<file path="src/rtl/pc_fetch_unit_pkg.sv">
// Shared CPU definitions for the fetch stage: NOP encoding, opcodes,
// instruction field widths and the next-PC source selector.
package pc_fetch_unit_pkg;

  localparam logic [31:0] CPU_NOP_INST = 32'h0000_0000;  // sll $0,$0,0

  localparam logic [5:0] OP_J   = 6'b000010;
  localparam logic [5:0] OP_BEQ = 6'b000100;
  localparam logic [5:0] OP_BNE = 6'b000101;

  localparam int JIDX_W = 26;
  localparam int IMM_W  = 16;

  typedef enum logic [1:0] {
    SEL_JUMP,
    SEL_BRANCH,
    SEL_STALL,
    SEL_SEQ
  } pc_sel_e;

  // Sign-extended branch immediate scaled to a byte offset.
  function automatic logic [31:0] branch_offset(input logic [IMM_W-1:0] imm);
    return {{(32-IMM_W-2){imm[IMM_W-1]}}, imm, 2'b00};
  endfunction

endpackage

</file>
<file path="src/rtl/pc_fetch_unit_pc_next_sel.sv">
// Combinational next-PC selection: jump over branch over stall over
// sequential fetch.
module pc_next_sel
  import pc_fetch_unit_pkg::*;
(
  input  logic [31:0]       pc_i,
  input  logic              stall_i,
  input  logic              jump_i,
  input  logic [JIDX_W-1:0] jump_index_i,
  input  logic              branch_i,
  input  logic [IMM_W-1:0]  branch_imm_i,
  input  logic [31:0]       base_pc4_i,
  output logic [31:0]       pc4_o,
  output logic [31:0]       jtarget_o,
  output logic [31:0]       btarget_o,
  output logic [31:0]       next_pc_o,
  output pc_sel_e           sel_o
);

  assign pc4_o     = pc_i + 32'd4;
  assign jtarget_o = {base_pc4_i[31:28], jump_index_i, 2'b00};
  assign btarget_o = base_pc4_i + branch_offset(branch_imm_i);

  always_comb begin
    sel_o     = SEL_SEQ;
    next_pc_o = pc4_o;
    if (jump_i) begin
      sel_o     = SEL_JUMP;
      next_pc_o = jtarget_o;
    end else if (branch_i) begin
      sel_o     = SEL_BRANCH;
      next_pc_o = btarget_o;
    end else if (stall_i) begin
      sel_o     = SEL_STALL;
      next_pc_o = pc_i;
    end
  end

endmodule

</file>
<file path="src/rtl/pc_fetch_unit.sv">
// Instruction fetch stage: program counter, IF/ID pipeline register,
// fetch counter and sticky out-of-range flag.
module pc_fetch_unit
  import pc_fetch_unit_pkg::*;
#(
  parameter logic [31:0] RESET_PC  = 32'h0000_0000,
  parameter int unsigned ROM_WORDS = 32,
  parameter logic [31:0] NOP_INST  = CPU_NOP_INST
) (
  input  logic              Clk,
  input  logic              Rst,
  output logic [31:0]       Addr,
  input  logic [31:0]       Inst,
  input  logic              Stall,
  input  logic              Jump,
  input  logic [JIDX_W-1:0] Jump_Index,
  input  logic              Branch,
  input  logic [IMM_W-1:0]  Branch_Imm,
  input  logic [31:0]       Base_Pc4,
  output logic [31:0]       IfId_Inst,
  output logic [31:0]       IfId_Pc4,
  output logic              IfId_Valid,
  output logic [31:0]       Fetch_Count,
  output logic              Out_Of_Range
);

  localparam logic [31:0] ROM_LIMIT = 32'(ROM_WORDS);

  logic [31:0] addr_q, addr_d;
  logic [31:0] inst_q, inst_d;
  logic [31:0] pc4_q, pc4_d;
  logic        valid_q, valid_d;
  logic [31:0] count_q, count_d;
  logic        oor_q, oor_d;

  logic [31:0] pc4;
  logic [31:0] jtarget;
  logic [31:0] btarget;
  logic [31:0] next_pc;
  pc_sel_e     sel;
  logic        addr_oor;

  pc_next_sel u_next_sel (
    .pc_i         (addr_q),
    .stall_i      (Stall),
    .jump_i       (Jump),
    .jump_index_i (Jump_Index),
    .branch_i     (Branch),
    .branch_imm_i (Branch_Imm),
    .base_pc4_i   (Base_Pc4),
    .pc4_o        (pc4),
    .jtarget_o    (jtarget),
    .btarget_o    (btarget),
    .next_pc_o    (next_pc),
    .sel_o        (sel)
  );

  assign addr_oor = ({2'b00, addr_q[31:2]} >= ROM_LIMIT);

  always_comb begin
    addr_d  = next_pc;
    inst_d  = inst_q;
    pc4_d   = pc4_q;
    valid_d = valid_q;
    count_d = count_q;
    oor_d   = oor_q;
    unique case (sel)
      SEL_JUMP, SEL_BRANCH: begin
        // Redirect kills the instruction fetched down the wrong path.
        inst_d  = NOP_INST;
        pc4_d   = 32'h0;
        valid_d = 1'b0;
      end
      SEL_STALL: begin
      end
      SEL_SEQ: begin
        inst_d  = Inst;
        pc4_d   = pc4;
        valid_d = 1'b1;
        count_d = count_q + 32'd1;
        if (addr_oor) oor_d = 1'b1;
      end
      default: begin
      end
    endcase
  end

  always_ff @(posedge Clk or posedge Rst) begin
    if (Rst) begin
      addr_q  <= RESET_PC;
      inst_q  <= NOP_INST;
      pc4_q   <= 32'h0;
      valid_q <= 1'b0;
      count_q <= 32'h0;
      oor_q   <= 1'b0;
    end else begin
      addr_q  <= addr_d;
      inst_q  <= inst_d;
      pc4_q   <= pc4_d;
      valid_q <= valid_d;
      count_q <= count_d;
      oor_q   <= oor_d;
    end
  end

  assign Addr         = addr_q;
  assign IfId_Inst    = inst_q;
  assign IfId_Pc4     = pc4_q;
  assign IfId_Valid   = valid_q;
  assign Fetch_Count  = count_q;
  assign Out_Of_Range = oor_q;

endmodule

</file>
<file path="config.mk">
export PLATFORM = sky130hd
export DESIGN_NAME = pc_fetch_unit
export DESIGN_NICKNAME = d
export VERILOG_FILES = /design/src/rtl/pc_fetch_unit_pkg.sv /design/src/rtl/pc_fetch_unit_pc_next_sel.sv /design/src/rtl/pc_fetch_unit.sv
export SDC_FILE = /design/constraint.sdc
export NUM_CORES = 1
export LEC_CHECK = 0
export CAP_MARGIN = 20
export CORE_UTILIZATION = 41
export CTS_CLUSTER_DIAMETER = 50
export CTS_CLUSTER_SIZE = 14
export DETAILED_ROUTE_END_ITERATION = 16
export PLACE_DENSITY = 0.68
export SLEW_MARGIN = 15
export SYNTH_ARGS = -nofsm -noshare
export SYNTH_HDL_FRONTEND = slang
export SYNTH_SLANG_ARGS = --single-unit
</file>
<file path="constraint.sdc">
create_clock -name Clk -period 4.5 [get_ports Clk]
set_clock_uncertainty 0.15 [all_clocks]
set_input_delay 0.45 -clock Clk [delete_from_list [all_inputs] [get_ports Clk]]
set_output_delay 0.45 -clock Clk [all_outputs]
set_load 0.05 [all_outputs]
</file>
# [After elaboration in Yosys (flattened, before gate mapping)]
# Cells that the tools add are included.
[totals] ff_bits=130 latch_bits=0 ram_bits=0 romBits=0 input_bits=111 output_inout_bits=130 wordCells=26 n_memories=0
[classes] addsub=3 multipliers=0 div_mod_pow=0 order_cmp=1 n_eq_ne=3 n_shift=0 mux=9 bitwise=0 n_reduce_logical=4
[op_table] op="one-hot mux 32 bit (2 select lines)" n=2
[op_table] op="2-to-1 mux 32 bit" n=3
[op_table] op="adder 32 x 1 -> 32 bit, second input constant" n=1
[op_table] op="adder 32 x 3 -> 32 bit, second input constant" n=1
[op_table] op="adder 32 bit" n=1
[op_table] op=">= comparator 30 x 6 -> 1 bit, second input constant" n=1
[op_table] op="2-to-1 mux 2 bit" n=2
[op_table] op="inequality test 3 x 1 -> 1 bit, second input constant" n=1
[op_table] op="== test 2 x 1 -> 1 bit, second input constant" n=1
[op_table] op="== test 2 bit, second input constant" n=1
[op_table] op="logical NOT 2 bit" n=1
[op_table] op="one-hot mux 1 bit (2 select lines)" n=1
[op_table] op="AND reduction 2 bit" n=1
[op_table] op="nonzero test 2 bit" n=1
[op_table] op="OR reduction 2 bit" n=1
[op_table] op="2-to-1 mux 1 bit" n=1

# [Logic depth before layout (Yosys ltp)]
[logic_depth] depth_word=6 depth_mapped=10 ltp_nobuf=10

# [By module]
# A second synthesis with hierarchy kept.
[hier_totals] hier_cells=903 hier_area_um2=8475.6
[by_module_without_submodules] mod="pc_fetch_unit" n_inst=1 cells_per_inst=376 area_each_um2=5116.2 seq_area_each_um2=3253.1
[by_module_without_submodules] mod="pc_next_sel" n_inst=1 cells_per_inst=527 area_each_um2=3359.5 seq_area_each_um2=0.0

# [Worst setup path before layout]
# Ideal clock, no wire load.
[synth_timing] path_kind="input -> register" from="input port Branch_Imm[0]" to="register addr_q[26], in the netlist Addr[26]" setup_ns=0.094 t_arrival_ns=2.727 t_required_ns=4.256 slack_ns=1.529 path_stages=10 n_path_buf=0 path_cell_list="ha_1 -> fa_1 -> a211oi_1 -> o21ai_0 -> a31oi_1 -> o21ai_0 -> nand2b_1 -> a311oi_1 -> nor3_1 -> a211oi_1"
[synth_between] elab_chain_cells=3
[synth_lines] element="start, declared" line_no="pc_fetch_unit.sv:18" text="input logic [IMM_W-1:0] Branch_Imm,"
[synth_lines] element="adder 32 bit" line_no="pc_fetch_unit_pc_next_sel.sv:22" text="assign btarget_o = base_pc4_i + branch_offset(branch_imm_i);"
[synth_lines] element="2-to-1 mux 32 bit" line_no="pc_fetch_unit_pc_next_sel.sv:30" text="end else if (branch_i) begin"
[synth_lines] element="2-to-1 mux 32 bit" line_no="pc_fetch_unit_pc_next_sel.sv:27" text="if (jump_i) begin"
[synth_lines] element="end signal, assigned" line_no="pc_fetch_unit.sv:97" text="addr_q <= addr_d;"
[synth_lines] element="end, declared" line_no="pc_fetch_unit.sv:29" text="logic [31:0] addr_q, addr_d;"
# No other way between the ends.
# A chain may end at the register's enable or synchronous reset.

# [Worst setup path after layout]
[layout_timing] from="input port Branch_Imm[15]" to="register addr_q[31], in the netlist Addr[31]"
# The elaborated chain is that of the path after synthesis.

==> reports/qor.tcl <==
set qor(effective_utilization_at_floorplan_pct) 42.32
set qor(dr_total_vias) 7331
set qor(p_leak_uw) 0.004797
set qor(timing.critical_path.slowest_cell_delay_ns) 0.58
set qor(worst-path-max-fanout) 13
set qor(route.detailed.wl_per_inst_um) 17.45
set qor(post_synth_main_area_contributors) {dfrtp_1, nor2_1, mux2i_1}
set qor(worst_slack_on_hold_paths_ns) 0.3136
set qor(syn-num-nets) 1030
set qor(min-delay-path-class) {reg -> reg}
set qor(synth.yosys.warnings) 0
set qor(async_reset_ff_share_pct) 100.0
set qor(grt.overflow.total) 0
set qor(slowest_stage) {clkdlybuf4s50_1}
set qor(timing.final.setup_violations) 0
set qor(seq_power_share_pct) 36.3
set qor(die_area_um2) 20060
set qor(antennaDiodeCount) 0
set qor(finish.net_count) 1253
set qor(worst_ep_required_time_ns) 4.63
set qor(cts_resized) 0
set qor(cts-root-buf) {clkbuf_16}
set qor(ios) 241
set qor(first_global_vias) 6952
set qor(clock_tree.buffer_depth) 2
set qor(yosys.cell_types.count) 62
set qor(wire_length_of_the_first_global_routing_pass_um) 38100
set qor(power.share.switching_pct) 35.31
set qor(rsz_0062_raised_after_global_routing) {no}
set qor(floorplan.die.height_um) 141.6
set qor(synthDominantCellAreaShare_pct) 40.69
set qor(post_synth.cell_area_avg_um2) 9.024
set qor(vdd.ir_drop.worst_mv) 0.2381
set qor(power_report.internal_total_uw) 2454
set qor(p_sw_uw) 1340
set qor(critical_setup_path_class) {in -> reg}
set qor(postCtsSetupBuffers) 0
set qor(drc) 0
set qor(ys_seq_area_share_pct) 40.69
set qor(antenna_found_initial) 0
set qor(cts_hold_fix_bufs) 0
set qor(worst_setup_path_start_kind) {primary input}
set qor(htree_levels) 4
set qor(post_layout_power_uw) 3793
set qor(worst_setup_hold_path_clk_slew_ns) 0.06
set qor(grt_start_max_net_pins) 77
set qor(p_comb_share_pct) 29.5
set qor(synth_edf_count) 0
set qor(max_slew_margin_pct) 36.01
set qor(synth_top_flop_cell) {dfrtp_1}
set qor(setup_tns_ns) 0
set qor(critPathBufInv) 2
set qor(synth.largest_area_cell) {dfrtp_1}
set qor(clock.fmax_ghz) 0.3162
set qor(total_number_of_clock_tree_sinks) 130
set qor(area_growth_pct) 39.70
set qor(io_buffer_count) 240
set qor(grt_use_total_pct) 24.56
set qor(totalWireLength_um) 24120
set qor(drt_iter0_markers) 528
set qor(worstPathArrival_ns) 3.30
set qor(place_hpwl_um) 18060
set qor(coreArea_um2) 18890
set qor(timing.max_cap.violations) 0
set qor(critical_path.top_delay_family) {compound AO/OA/AOI/OAI gates}
set qor(die_x_um) 141.6
set qor(drt_pre_antenna_iters) 7
set qor(gp_routability_congestion) 0.8511
set qor(p_clk_share_pct) 34.2
set qor(post-route-min-period_ns) 3.162
set qor(synth_seq_cells) 130
set qor(syn_inst) 886
set qor(num_rows) 50
set qor(finalHoldViolations) 0
set qor(cts_tree) {yes}
set qor(viasPerCell) 5.305
set qor(netlist_area_um2) 7995
set qor(numCtsBuffers) 17
set qor(post-route-cell-area_um2) 11170
set qor(finalCritPeriodShare_pct) 70.27
set qor(powerDensity_nw_per_um2) 339.6
set qor(slew_viol_final) 0
set qor(final_layout_size_suffix_gt1_share_pct) 5.169
set qor(post_dp_cell_area_um2) 10610
set qor(tightest_slew_ns) 0.9599
set qor(antenna_violating_nets_remaining) 0
set qor(clkLatencyLatePin_ns) 0.42
set qor(endpoint_kind) {flop}
set qor(result_of_the_run) {completed}
set qor(path_cells) {clkdlybuf4s50_1, buf_4, ha_1, a21o_1, a2111o_1, and4bb_2, nor2_1, a311oi_1, mux2i_1, a21oi_1}
[stage by stage]
step / util [%] / worst slack [ns] / instances
after CTS: 59.12 / 1.374 / 1382
after global placement: 56.17 / 0.9404 / 1350
final: 59.12 / 1.338 / 1382
after floorplan: - / 0.4307 / 886
after global routing: 59.12 / 1.091 / 1382
after detailed placement: 56.17 / 0.9185 / 1350
[worst paths after layout]
| path | from | to | slack [ns] | cells past startpoint |
|---|---|---|---|---|
| worst max-delay path | Branch_Imm[15] | Addr[31]$_DFFE_PP0P_ | 1.34 | 10 |
| worst min-delay path | Fetch_Count[31]$_DFFE_PP0P_ | Fetch_Count[31]$_DFFE_PP0P_ | 0.31 | 1 |
| worst max register to register | Addr[2]$_DFFE_PP0P_ | Addr[18]$_DFFE_PP0P_ | 1.72 | 9 |
| worst min register to register | Fetch_Count[31]$_DFFE_PP0P_ | Fetch_Count[31]$_DFFE_PP0P_ | 0.31 | 1 |
| max in group asynchronous | Rst | IfId_Inst[0]$_DFFE_PP0P_ | 2.90 | 3 |
| min in group asynchronous | Rst | IfId_Inst[27]$_DFFE_PP0P_ | 0.47 | 2 |
[power by group through the flow]
stage                     combinational, uW  clock, uW  sequential, uW
after floorplan                         460          0            1630
after global placement                 1110          0            1390
after detailed placement               1120          0            1390
after CTS                              1120       1320            1370
after global routing                   1200       1380            1390
final                                  1120       1300            1380
[cell usage in the layout (no fill, tap or decap), drive strengths merged, types with 5 or more instances in the layout]
cell type / count
and3: 16
a211oi: 9
nor4: 8
nor2: 127
nand3: 29
dfrtp: 130
nand2b: 7
and4: 5
nand4: 15
clkinv: 5
a22oi: 8
o211ai: 5
o21a: 6
and2: 7
mux2i: 45
xor2: 42
xnor2: 44
a31oi: 6
inv: 22
nor2b: 9
o21ai: 35
buf: 10
a21oi: 71
a21o: 17
clkdlybuf4s50: 239
clkbuf: 18
nor3: 22
nand2: 66
or3: 9
o22ai: 12
ha: 32
[final cells by class]
| class | instances | area [um^2] |
|---|---|---|
| timing repair buffer | 249 | 2480 |
| inverter | 18 | 70.07 |
| sequential | 130 | 3253 |
| tap | 260 | 325.3 |
| fill | 1711 | 7724 |
| multi-input combinational | 693 | 4484 |
| clock inverter | 14 | 127.6 |
| clock buffer | 18 | 429.2 |
[synth_stat cells, types with 9 or more instances]
cell      number
a21o_1        17
xor2_1        42
a211oi_1       9
nand4_1       14
nand2_1       65
nor2b_1        9
nor2_1       126
ha_1          32
mux2i_1       45
dfrtp_1      130
xnor2_1       44
o21ai_0       35
nand3_1       29
nor3_1        21
inv_1         17
a21oi_1       71
clkbuf_1      30
o22ai_1       12
and3_1        16
[routing by layer]
| metal | share of wire, % | wire length (um) | GRT usage (%) | vias to the layer above |
|---|---|---|---|---|
| met5 | 0 | 0 | 0 | - |
| met1 | 47 | 11400 | 34.44 | 3414 |
| met4 | 2.9 | 699 | 9.338 | 0 |
| met2 | 44 | 10510 | 37.15 | 281 |
| met3 | 6.3 | 1510 | 5.130 | 41 |
| li1 | - | - | - | 3595 |
[registers in the layout (all words and copies together) (netlist names)]
register,count
Fetch_Count,32
IfId_Pc4,32
Addr,32
Out_Of_Range,1
IfId_Inst,32
IfId_Valid,1
[logic make-up (layout without fill, tap and decap cells)]
group                      Yosys count  after routing  synth area share, %
AOI/OAI and AO/OA                  196            196                15.18
xor gates and xnor gates            86             86                9.421
adders and majority gates           33             33                5.258
buffers and inverters               63            299                3.224
DFF                                130            130                40.69
muxes                               47             47                5.915
and+or+nand+nor                    331            331                20.31
No activity file was read; power rests on OpenSTA's default activity.
==> edit, RTL diff (config.mk and constraints unchanged) <==
Reset style: synchronous (`Rst`), changed in one clocked block.
--- a/src/rtl/pc_fetch_unit.sv
+++ b/src/rtl/pc_fetch_unit.sv
@@ -87,3 +87,3 @@
 
-  always_ff @(posedge Clk or posedge Rst) begin
+  always_ff @(posedge Clk) begin
     if (Rst) begin
Function: differs if Rst is asserted again (counterexample within 4 cycles, from zero or initial values and one cycle with Rst high); with Rst held inactive, the same outputs for 10 cycles.
==> edit against the unedited design <==
  * Worst hold slack lost 0.022 ns
  * Total power shrank 8.8%
  * Die area shrank 7.7%
  * Sequential cell count is the same
  * Register-to-register slack gained 0.07 ns
  * Wire length shrank 10%
  * Cell area shrank 5.4%
  * Setup slack gained 0.010 ns
  * Synthesized area shrank 7.8%
  * Non-clock buffer count shrank 2
  * Clock power grew 14%
==> edit: results (changes against the unedited design) <==
- Result of the run: completed (unchanged)
- Final GP Congestion: 0.9176 (was 0.8511)
- Gates resized, CTS repair: 0 (unchanged)
- Wire length of the first global-routing pass: 33,850 um (was 38,100 um)
- Total number of vias: 7,039 (was 7,331)
- Syn Nets: 1,029 (was 1,030)
- Post-layout nets: 1,252 (was 1,253)
- Fraction of the mapped netlist area in compound gates: 15.34% (was 15.18%)
- Multiplexer share of the synthesized area: 6.108% (was 5.915%)
- Xor and xnor area share after synthesis: 10.45% (was 9.421%)
- Dominant delay contributor by cell family on the critical path: compound AO/OA/AOI/OAI gates (unchanged)
- Half-perimeter wire length after detailed placement: 16,300 um (was 18,060 um)
- Distinct cells, synth: 69 (was 62)
- Synth warn: 0 (unchanged)
- Final hold slack: 0.2913 ns (was 0.3136 ns)
- Worst setup slack before clock tree synthesis: 0.8856 ns (was 0.9185 ns)
- Layout cells sized above 1: 6.244% (was 5.169%)
- CP max stage delay: 0.41 ns (was 0.58 ns)
- Placed inst area: 9932 um2 (was 10,610 um2)
- Launching element of the worst setup path: Branch_Imm[0] (was Branch_Imm[15])
- Most used flip-flop cell after synthesis: sky130_fd_sc_hd__dfxtp_1 (was sky130_fd_sc_hd__dfrtp_1)
- Drt pass-1 iters: 5 (was 7)
- Vias in the first global route: 6,408 (was 6,952)
- Start of the worst register-to-register path: Addr[2] (unchanged)
- Mean instance size in the synthesized netlist: 8.333 um2 (was 9.024 um2)
- Launch point of the worst hold path: IfId_Valid (was Fetch_Count[31])
- Peak VDD IR: 0.2175 mV (was 0.2381 mV)
- Violation count after the first detailed-route iteration: 419 (was 528)
- Sequential fraction of the synthesis area: 35.29% (was 40.69%)
- Maximum number of pins on one net before global-route repair: 67 (was 77)
- Wire per inst: 16.07 um (was 17.45 um)
- Adder and majority gate portion of the synthesized area: 5.701% (was 5.258%)
- Number of cells traversed by the worst hold path: 2 (was 1)
- Synth async-reset ratio: 0% (was 100.0%)
- Leading cell types by total area after synthesis: sky130_fd_sc_hd__dfxtp_1, sky130_fd_sc_hd__nor2_1, sky130_fd_sc_hd__mux2i_1, sky130_fd_sc_hd__xnor2_1, sky130_fd_sc_hd__ha_1 (was sky130_fd_sc_hd__dfrtp_1, sky130_fd_sc_hd__nor2_1, sky130_fd_sc_hd__mux2i_1, sky130_fd_sc_hd__ha_1, sky130_fd_sc_hd__xnor2_1)
- Most numerous cell types in the synthesized netlist: sky130_fd_sc_hd__nor2_1, sky130_fd_sc_hd__dfxtp_1, sky130_fd_sc_hd__a21oi_1 (was sky130_fd_sc_hd__dfrtp_1, sky130_fd_sc_hd__nor2_1, sky130_fd_sc_hd__a21oi_1)
- Worst Tran Pin Value: 0.8825 ns (was 0.9599 ns)
- Endpoint of the worst hold path: IfId_Valid (was Fetch_Count[31])
- Flop2flop setup slack: 1.79 ns (was 1.72 ns)
- Largest fanout on the critical path: 3 (was 13)
- Avg Vias per Cell: 5.230 (was 5.305)
- Aggregate global-route resource usage: 23.55% (was 24.56%)
- Capture instance of the worst register-to-register path: Addr[28] (was Addr[18])
- Static leakage: 4.080 nW (was 4.797 nW)
## edit: routing by layer
layer	wire length (um)	track usage, %	vias up
li1	-	-	3573
met1	10010	31.40	3204
met2	9634	36.46	233
met3	1500	5.891	29
met4	478	8.642	0
met5	0	0	-
## edit: cell type report
type                    instances  area (um2)
clock inverters                12       181.4
multi-input cells             695        4537
well taps                     225       281.5
inverters                      17       63.81
clock buffers                  20       456.7
flip-flops and latches        130        2603
repair buffers                247        2447
fillers                      1602        6847
## edit: report_power, final
part / switching (mW) / internal, mW
logic: 0.410 / 0.321
clock network: 0.519 / 0.957
registers: 0.0619 / 1.19
total: 0.991 / 2.47
## edit: how the worst max path moves through the flow
stage | to | slack (ns) | cells past startpoint
2_1_floorplan | Addr[18] | 1.60 | 10
3_3_place_gp | Addr[18] | 0.94 | 11
3_5_place_dp | Addr[18] | 0.89 | 11
4_1_cts | Addr[18] | 1.32 | 11
5_1_grt | Addr[18] | 1.11 | 11
6_report | Addr[18] | 1.35 | 11
